===== src/rtl/fifo_wr_arbiter.sv =====
// Four-requester write arbiter: grants one requester a burst of BURST_LEN nibbles into a FIFO.
// Define FIFO_ARB_FIXED_PRIO_EN for fixed priority (lowest index wins); round-robin otherwise.
module fifo_wr_arbiter #(
   parameter int BURST_LEN = 4,
   parameter int CW        = 3
) (
   input  logic        clk,
   input  logic        rst,
   input  logic [3:0]  req,
   input  logic [15:0] req_data,
   input  logic        fifo_prog_full,
   output logic [3:0]  grant,
   output logic [3:0]  ack,
   output logic [3:0]  fifo_din,
   output logic        fifo_din_en,
   output logic        busy,
   output logic        pad
);

   typedef enum logic {IDLE, BURST} state_t;

   state_t        state, state_nxt;
   logic [3:0]    grant_nxt;
   logic [1:0]    owner, owner_nxt;
   logic [1:0]    last_winner, last_winner_nxt;
   logic [CW-1:0] cnt, cnt_nxt;
   logic [3:0]    din_nxt;
   logic          en_nxt, pad_nxt;
   logic          found;
   logic [1:0]    winner;
   logic [3:0]    owner_nib;

   // Returns {found, index}; scanning from the lowest priority up lets the
   // last hit be the highest-priority requester.
   function automatic logic [2:0] pick(input logic [3:0] r, input logic [1:0] lw);
      logic [2:0] res;
      logic [1:0] idx;
      res = 3'b000;
`ifdef FIFO_ARB_FIXED_PRIO_EN
      idx = lw;
      for (int i = 3; i >= 0; i--) begin
         if (r[i]) res = {1'b1, 2'(i)};
      end
`else
      for (int k = 4; k >= 1; k--) begin
         idx = lw + 2'(k);
         if (r[idx]) res = {1'b1, idx};
      end
`endif
      return res;
   endfunction

   assign {found, winner} = pick(req, last_winner);
   assign owner_nib = req_data[4*owner +: 4];
   assign busy      = (state == BURST);
   assign ack       = (state == BURST && !fifo_prog_full) ? grant : 4'h0;

   always_comb begin
      state_nxt       = state;
      grant_nxt       = grant;
      owner_nxt       = owner;
      last_winner_nxt = last_winner;
      cnt_nxt         = cnt;
      din_nxt         = fifo_din;
      en_nxt          = 1'b0;
      pad_nxt         = 1'b0;
      case (state)
         IDLE: begin
            if (found && !fifo_prog_full) begin
               state_nxt       = BURST;
               grant_nxt       = 4'b0001 << winner;
               owner_nxt       = winner;
               last_winner_nxt = winner;
               cnt_nxt         = '0;
            end
         end
         BURST: begin
            // A requester that has dropped req still gets its burst, padded with zeros.
            if (!fifo_prog_full) begin
               en_nxt  = 1'b1;
               din_nxt = req[owner] ? owner_nib : 4'h0;
               pad_nxt = !req[owner];
               cnt_nxt = cnt + CW'(1);
               if (cnt == CW'(BURST_LEN - 1)) begin
                  state_nxt = IDLE;
                  grant_nxt = 4'h0;
               end
            end
         end
         default: state_nxt = IDLE;
      endcase
   end

   always_ff @(posedge clk or posedge rst) begin
      if (rst) begin
         state       <= IDLE;
         grant       <= 4'h0;
         owner       <= 2'd0;
         last_winner <= 2'd3;
         cnt         <= '0;
         fifo_din    <= 4'h0;
         fifo_din_en <= 1'b0;
         pad         <= 1'b0;
      end else begin
         state       <= state_nxt;
         grant       <= grant_nxt;
         owner       <= owner_nxt;
         last_winner <= last_winner_nxt;
         cnt         <= cnt_nxt;
         fifo_din    <= din_nxt;
         fifo_din_en <= en_nxt;
         pad         <= pad_nxt;
      end
   end

endmodule


===== config.mk =====
export PLATFORM = sky130hd
export DESIGN_NAME = fifo_wr_arbiter
export DESIGN_NICKNAME = d
export VERILOG_FILES = /design/src/rtl/fifo_wr_arbiter.sv
export SDC_FILE = /design/constraint.sdc
export NUM_CORES = 1
export LEC_CHECK = 0
export ABC_AREA = 1
export CAP_MARGIN = 20
export CORE_MARGIN = 1.5
export CORE_UTILIZATION = 42
export CTS_BUF_LIST = sky130_fd_sc_hd__clkbuf_4
export CTS_CLUSTER_SIZE = 30
export DETAILED_ROUTE_END_ITERATION = 16
export PLACE_DENSITY = 0.74
export SLEW_MARGIN = 40
export SYNTH_ARGS = -nofsm -noshare
export SYNTH_HDL_FRONTEND = slang
export SYNTH_SLANG_ARGS = --single-unit

===== constraint.sdc =====
create_clock -name clk -period 1.3 [get_ports clk]
set_clock_uncertainty 0.05 [all_clocks]
set_input_delay 0.26 -clock clk [delete_from_list [all_inputs] [get_ports clk]]
set_output_delay 0.26 -clock clk [all_outputs]
set_load 0.005 [all_outputs]

* Word level (Yosys, flattened, before mapping)
Cells that the tools add are included.
** Operators by class
- Bitwise gates (word level) :: 2
- $mul :: 0
- Equal/unequal tests :: 4
- $add $sub $neg :: 4
- Reduce and logical (&&, ||, !) cells :: 8
- Muxes and demuxes :: 31
- Divide/modulo/power cells :: 0
- Magnitude comparators :: 5
- Shift operators :: 2
** Operator list (count)
- two-way mux 4 bit :: 5
- two-way mux 3 bit :: 6
- indexed part select 16 x 5 -> 4 bit :: 1
- less-than comparator 2 x 3 -> 1 bit (second input constant) :: 5
- two-way mux 1 bit :: 12
- binary-select mux 1 bit (select 2 bit) :: 5
- case mux 4 bit (2 select lines) :: 1
- case mux 3 bit (2 select lines) :: 1
- AND reduction 2 bit :: 3
- adder 2 bit (second input constant) :: 2
- != test 2 bit (second input constant) :: 2
- << shifter 1 x 2 -> 4 bit (first input constant) :: 1
- adder 3 x 1 -> 3 bit (second input constant) :: 1
- == test 3 x 2 -> 1 bit (second input constant) :: 1
- AND reduction 3 bit :: 1
- adder 2 x 1 -> 2 bit (second input constant) :: 1
- logical AND 1 bit :: 2
- logical NOT 1 bit :: 2
- != test 2 x 1 -> 1 bit (second input constant) :: 1
- inverter 1 bit :: 2
- case mux 1 bit (2 select lines) :: 1
** Word-level totals
- Flip-flop bits (word level) :: 18
- RAM bits :: 0
- Output and inout port bits :: 15
- Bits in read-only memories :: 0
- Memories :: 0
- Logic and storage cells :: 64
- Bits in latches :: 0
- Input bits :: 23

* Longest topological paths before layout
Gate-level depths: netlist of the first run.
- Depth after elaboration :: 9
- Mapped depth :: 11
- Depth with buffers taken out :: 11

* Least setup slack after synthesis of the first run
No wires, ideal clock.
- Path type :: reg-to-reg
- From :: reg last_winner[0]
- To :: reg grant[0]
- Data required time :: 1.133 ns
- Clock period less this slack :: 1.441 ns
- Setup slack :: -0.141 ns
- Arrival time :: 1.274 ns
- Cell stages (with the launch flop) :: 11
- Setup time :: 0.117 ns
- Path buffers :: 1
- Cell sequence :: dfstp_2 buf_6 nand2_2 o21ai_1 nor2_1 nand2_1 nand3_2 nand2_1 inv_2 nand2_1 nand2_1
** Between the ends
- Longest elaborated chain between the ends :: 9
** Ends and longest elaborated chain
- start, declared :: RTL line 25 : logic [1:0] last_winner, last_winner_nxt;
- start signal, assigned :: RTL line 108 : last_winner <= last_winner_nxt;
- adder 2 bit or binary-select mux 1 bit (select 2 bit) (tied branches) :: RTL line 46, 47
- binary-select mux 1 bit (select 2 bit) or two-way mux 1 bit (tied branches) :: RTL line 47 : if (r[idx]) res = {1'b1, idx};
- two-way mux 1 bit (not written as such) or two-way mux 3 bit (tied branches) :: RTL line 47
- two-way mux 3 bit (2 in series) :: RTL line 47
- two-way mux 3 bit (*) :: RTL line 47
- << shifter 1 x 2 -> 4 bit or logical AND 1 bit (tied branches) :: RTL line 71, 69
- two-way mux 4 bit or != test 2 bit (tied branches)
- case mux 4 bit (2 select lines) or AND reduction 3 bit (tied branches)
- end signal, assigned :: RTL line 106 : grant <= grant_nxt;
- end, declared :: RTL line 12 : output logic [3:0] grant,
Every way passes the cells marked *; elsewhere a longest branch is shown, timed or not. The select of a mux whose other input is x is not followed.
A chain may end at the register's enable or synchronous reset.

* Worst setup path in the final report of the first run
Ends and elaborated chain as after synthesis.

==> summary.txt, run 1 <==
Finish
  • Final instance area: 1880 sq um
  • Layout Nets: 257
  • Share of layout cells above drive strength 1: 0.355
  • Ant. Diodes: 0
  • Synth-to-Final Area Change: 65.5%

Outcome
  • Failing checks: negative setup slack
  • Outcome: finished with violations

Worst setup path
  • Crit path max fanout: 6
  • Nature of the critical path endpoint: flip-flop
  • Worst path bufs/invs: 3
  • Slowest cell delay on critical path: 0.64 ns
  • R2R cell count: 10
  • Critical path required time: 1.44 ns
  • Delay-heaviest family, CP: flip-flops
  • R2r setup slk: -0.32 ns
  • WS Path Type: reg -> reg
  • CP startpoint kind: flip-flop
  • CP Cell Sequence: buf_6 > nand2_2 > o21ai_4 > inv_1 > nand2_1 > nand3_2 > nand2_4 > inv_1 > nand3_1 > nand2_1
  • Critical Path Slowest Stage Cell: dfstp_2
  • Worst path depth: 10
  • CP arrival: between 1.5 and 2 ns

Pwr
  • Maximum vdd drop: approximately 1.5 mV
  • P_leak: 0.00100 uW
  • Total power draw: 3970 uW
  • PwrDens: 2120 nW/um^2

Placed design
  • Cell Area, Placed: 1680 sq um
  • DP Worst Slack: -0.545 ns
  • GP Congestion: 0.849
  • HPWL Detailed: 2.37 mm
  • Buffers on Ports: 37

Routing
  • DR vias/cell: 5.06
  • DR pass1 iterations: 4
  • # DRC: 0
  • ANT nets after route: 0
  • Routed wire length: 3.41 mm
  • DR vias: 1,321
  • Iter 0 DRT Violations: 17
  • Wirelength per Cell: about 13 um

STA
  • Setup violations, final: 16
  • Worst-Margin Slew: about 0.27 ns
  • Final WS setup: -0.319 ns
  • RSZ-0062 raised after global routing: true
  • Final hold viol count: 0
  • Fmax: 618 MHz
  • Period utilisation layout: 1.25
  • Slew HR: 0.821
  • Fin. max-slew vios: 0
  • Final Critical Period: 1.62 ns

Clock network
  • Num Clock Sinks: 18
  • TritonCTS clock tree: yes
  • Root Buffer Master: clkbuf_4
  • Bufs on Longest Clock Path: 2
  • Htree depth: 1
  • CTS Buf Count: 3
  • Clock latency on the worst-skew pair: a little under 0.3 ns
  • Hold Buf Count CTS: 0
  • Reg clk slew, reported paths: ~0.11 ns

Yosys
  • Register bit total from synthesis: 18
  • Primary FF master, synth: dfrtp_1
  • Post-synthesis cell count: 165
  • Post-synth EDFFs: 0
  • Count of cell types in the netlist: 22
  • FFs w/ async S/R, synth: 1.00
  • Ys Warns: 0
  • Mapped cell area: 1130 sq um
  • Post-Syn Nets: between 150 and 200
  • Mean Syn Cell Area: 6.87 sq um
  • Sequential area share after synthesis: 0.400

Floorplanning
  • Core ar.: 2520 sq um
  • DIE WIDTH: 55.0 um
  • Initial Utilization: 0.449
  • Die H: 55.0 um
  • IO Count: 38
  • Row count: 18
  • Die area: between 3000 and 4000 sq um

Job
  • Max_cap viols: 0

Global route
  • Global-route wire length before repair: 5.30 mm
  • Largest net degree at the start of global routing: 11
  • GRT Util Overall: 0.247
  • Grt total ovfl: 0
  • Vias in the first global route: about 1,200
  • Antenna violations before repair: 0

Hold path
  • HP Class: in -> async
## stage by stage
stage	hold WS (ns)	setup TNS, ns	cells	util
CTS	0.132	-3.17	260	0.724
finish	0.136	-3.25	261	0.744
detailed placement	0.433	-9.79	247	0.665
global route	0.143	-4.56	261	0.744
global placement	0.420	-8.91	247	0.665
floorplan	0.147	-1.19	165	-
## registers in the layout, summed over array words and instances (netlist names)
register,count
owner,2
pad,1
fifo_din_en,1
last_winner,2
grant,4
fifo_din,4
busy,1
cnt,3
## layer usage
layer / vias to the layer above / share of wire / global-route usage
met5: - / 0 / 0
met4: 0 / 0.015 / 0.0528
met3: 6 / 0.061 / 0.0565
met2: 43 / 0.50 / 0.462
met1: 614 / 0.42 / 0.284
li1: 658 / - / -
## cell families after synthesis
kind of cell               count (synthesis)  share of synthesized area
buffers and inverters                     29                      0.109
DFF                                       18                      0.400
and+or+nand+nor                           89                      0.329
adders and majority gates                  2                     0.0221
AOI/OAI and AO/OA                         27                      0.140
## cells in the mapped netlist (2+ instances only)
library cell | number | area, sq um
inv_1 | 21 | 78.8
a21oi_1 | 8 | 40.0
nor2_1 | 10 | 37.5
nand3_2 | 2 | 20.0
nand2_1 | 60 | 225
o21ai_1 | 2 | 10.0
inv_2 | 2 | 7.51
nand3_1 | 13 | 65.1
ha_1 | 2 | 25.0
o21ai_0 | 11 | 55.1
dfrtp_1 | 16 | 400
a32o_1 | 4 | 40.0
nand2_2 | 4 | 25.0
dfstp_2 | 2 | 52.6
## worst paths after layout
kind | to | from
max in group asynchronous | cnt[0] | rst
worst max register to register | grant[0] | last_winner[0]
worst max-delay path | grant[0] | last_winner[0]
worst min-delay path | cnt[2] | rst
worst min register to register | fifo_din[2] | fifo_din[2]
min in group clk | fifo_din_en | fifo_prog_full
## where the power goes
group,internal (uW),switching (uW),leakage (uW)
Combinational,1230,1490,0.000763
Clock,112,177,0.0000154
Sequential,799,160,0.000224
Total,2150,1830,0.00100
## worst register-to-register path, delay by kind of cell (launching register included)
family	cells	cell delay (ns)
flip-flops	1	0.64
buffers and inverters	3	0.28
AO/OA/AOI/OAI	1	0.08
AND/OR/NAND/NOR	6	0.47
## layout by cell type, fill, tap and decap left out, types with 4 or more instances in the layout
cell / instances
a32o_1: 4
nor2_1: 7
a21oi_1: 7
buf_2: 7
nand2_2: 15
nand2_4: 5
nand2_1: 44
dfrtp_1: 16
inv_1: 18
buf_4: 25
clkdlybuf4s50_1: 19
inv_2: 6
nand3_2: 5
nand3_1: 9
dlygate4sd2_1: 6
o21ai_1: 7
## cell type report
| class | instances | area, sq um |
|---|---|---|
| Clock buffer | 3 | 22.5 |
| Clock inverter | 1 | 3.75 |
| Fill cell | 198 | 647 |
| Inverter | 25 | 98.8 |
| Multi-Input combinational cell | 118 | 702 |
| Sequential cell | 18 | 453 |
| Tap cell | 30 | 37.5 |
| Timing Repair Buffer | 65 | 554 |
| Timing Repair inverter | 1 | 3.75 |
## what timing repair did
| item | in CTS | in global routing |
|---|---|---|
| setup buffers | 8 | 1 |
| pin swaps | 3 | 1 |
| endpoints found under the setup margin | 32 | 25 |
| resized for setup | 75 | 16 |
| gates cloned | 1 | 0 |
| hold endpoints to repair | 0 | 0 |
No activity file was read; power rests on OpenSTA's default activity.
==> inputs of run 2 (changes only) <==
- CTS_BUF_LIST: sky130_fd_sc_hd__clkbuf_4 -> sky130_fd_sc_hd__clkbuf_2
- HOLD_SLACK_MARGIN: not set -> 0.02
==> summary.txt, run 2 (same netlist as run 1, synthesis figures left out) <==
Pwr
  • PwrDens: ~2300 nW/um^2
  • Total power draw: 4640 uW
  • P_leak: 0.00105 uW
  • Maximum vdd drop: 1.75 mV

Routing
  • ANT nets after route: 0
  • DR vias: 1,419
  • Routed wire length: 4.24 mm
  • # DRC: 0
  • Iter 0 DRT Violations: 43
  • Wirelength per Cell: 15.8 um
  • DR vias/cell: ~5.3
  • DR pass1 iterations: 4

Worst setup path
  • Nature of the critical path endpoint: flip-flop
  • Crit path max fanout: 4
  • CP arrival: 1.96 ns
  • CP startpoint kind: flip-flop
  • Critical path required time: ~1.5 ns
  • WS Path Type: reg -> reg

Clock network
  • Root Buffer Master: clkbuf_2
  • Num Clock Sinks: 18
  • Bufs on Longest Clock Path: 2
  • Reg clk slew, reported paths: 0.18 ns
  • Clock latency on the worst-skew pair: 0.30 ns
  • Hold Buf Count CTS: 0
  • Htree depth: 1
  • TritonCTS clock tree: yes
  • CTS Buf Count: 3

Global route
  • Global-route wire length before repair: 5.29 mm
  • Largest net degree at the start of global routing: 11
  • Vias in the first global route: ~1,200
  • Antenna violations before repair: 0
  • GRT Util Overall: 0.249
  • Grt total ovfl: 0

Finish
  • Synth-to-Final Area Change: 81.8%
  • Share of layout cells above drive strength 1: 0.445
  • Biggest regs: fifo_din x4, grant x4, cnt x3
  • Layout Nets: 264
  • Ant. Diodes: 0
  • Most frequent cells in the layout: nand2_1 (37), buf_4 (24), clkdlybuf4s50_1 (21)
  • Most common cell after layout, fill and taps aside: nand2_1
  • Final instance area: 2060 sq um

STA
  • Setup violations, final: 16
  • Final hold viol count: 0
  • Fmax: 560 MHz
  • Period utilisation layout: 1.37
  • Slew HR: 0.750
  • Final WS setup: -0.487 ns
  • Worst hold margin: 0.125 ns
  • Worst-Margin Slew: 0.375 ns
  • Final Critical Period: 1.79 ns
  • Fin. max-slew vios: 0
  • RSZ-0062 raised after global routing: true

Floorplanning
  • DIE WIDTH: 55.0 um
  • Initial Utilization: 0.449
  • Row count: 18
  • Core ar.: between 2000 and 3000 sq um
  • IO Count: 38
  • Die area: 3020 sq um
  • Die H: 55.0 um

Hold path
  • HP Class: in -> async

Job
  • Max_cap viols: 0

Outcome
  • Failing checks: negative setup slack
  • Outcome: finished with violations

Placed design
  • Buffers on Ports: 37
  • Cell Area, Placed: around 1700 sq um
  • GP Congestion: 0.849
  • HPWL Detailed: 2.37 mm
  • DP Worst Slack: -0.545 ns
## run 2: area by class of cell
| cell class | count | area [sq um] |
|---|---|---|
| clock buffers | 3 | 15.0 |
| clock inverters | 1 | 3.75 |
| fillers | 150 | 462 |
| inverters | 25 | 104 |
| multi-input cells | 118 | 766 |
| flip-flops and latches | 18 | 453 |
| well taps | 30 | 37.5 |
| repair buffers | 72 | 674 |
| repair inverters | 1 | 7.51 |
## run 2: worst max-delay path: stages (launching register included)
cell	delay, ns
dfstp_2	0.62
buf_12	0.14
buf_12	0.11
nand2_4	0.05
nand2_4	0.10
nor2_4	0.05
buf_4	0.15
inv_2	0.07
nand3_2	0.10
nand2_2	0.10
nand2_2	0.06
o21ai_1	0.09
## run 2: power by group
group | internal, uW | switching, uW | total, uW
clock network | 66.9 | 174 | 241
registers | 798 | 161 | 959
logic | 1590 | 1850 | 3440
total | 2450 | 2190 | 4640
## run 2: layer usage
metal / part of all wire / global-route usage
met1: 0.38 / 0.283
met2: 0.53 / 0.460
met3: 0.066 / 0.0618
met4: 0.020 / 0.0650
met5: 0 / 0
## run 2: final timing paths
path	slack, ns	from	depth (start not counted)	to
hold / removal	0.12	rst	2	cnt[2]
setup reg to reg	-0.49	last_winner[0]	11	owner[0]
max in group asynchronous	0.70	rst	3	fifo_din[1]
setup / recovery	-0.49	last_winner[0]	11	owner[0]
hold reg to reg	0.46	cnt[0]	1	cnt[0]
min in group clk	0.46	cnt[0]	1	cnt[0]
## run 2: stage by stage
stage,TNS (ns),std cells,utilization
floorplan,-1.19,165,-
global placement,-8.91,247,0.665
detailed placement,-9.79,247,0.665
CTS,-3.84,262,0.727
global route,-6.18,268,0.817
finish,-5.25,268,0.817
## run 2: timing repair
action	4_1_cts	5_1_grt
gates resized for setup	68	60
buffers inserted	10	6
pin swaps	15	15
setup endpoints to repair	32	30
gates cloned	1	0
==> inputs of run 3 (changes only) <==
- HOLD_SLACK_MARGIN: 0.02 -> not set
==> results of run 3 <==
Same layout as run 2: the final DEF is identical, and so are final timing and power.
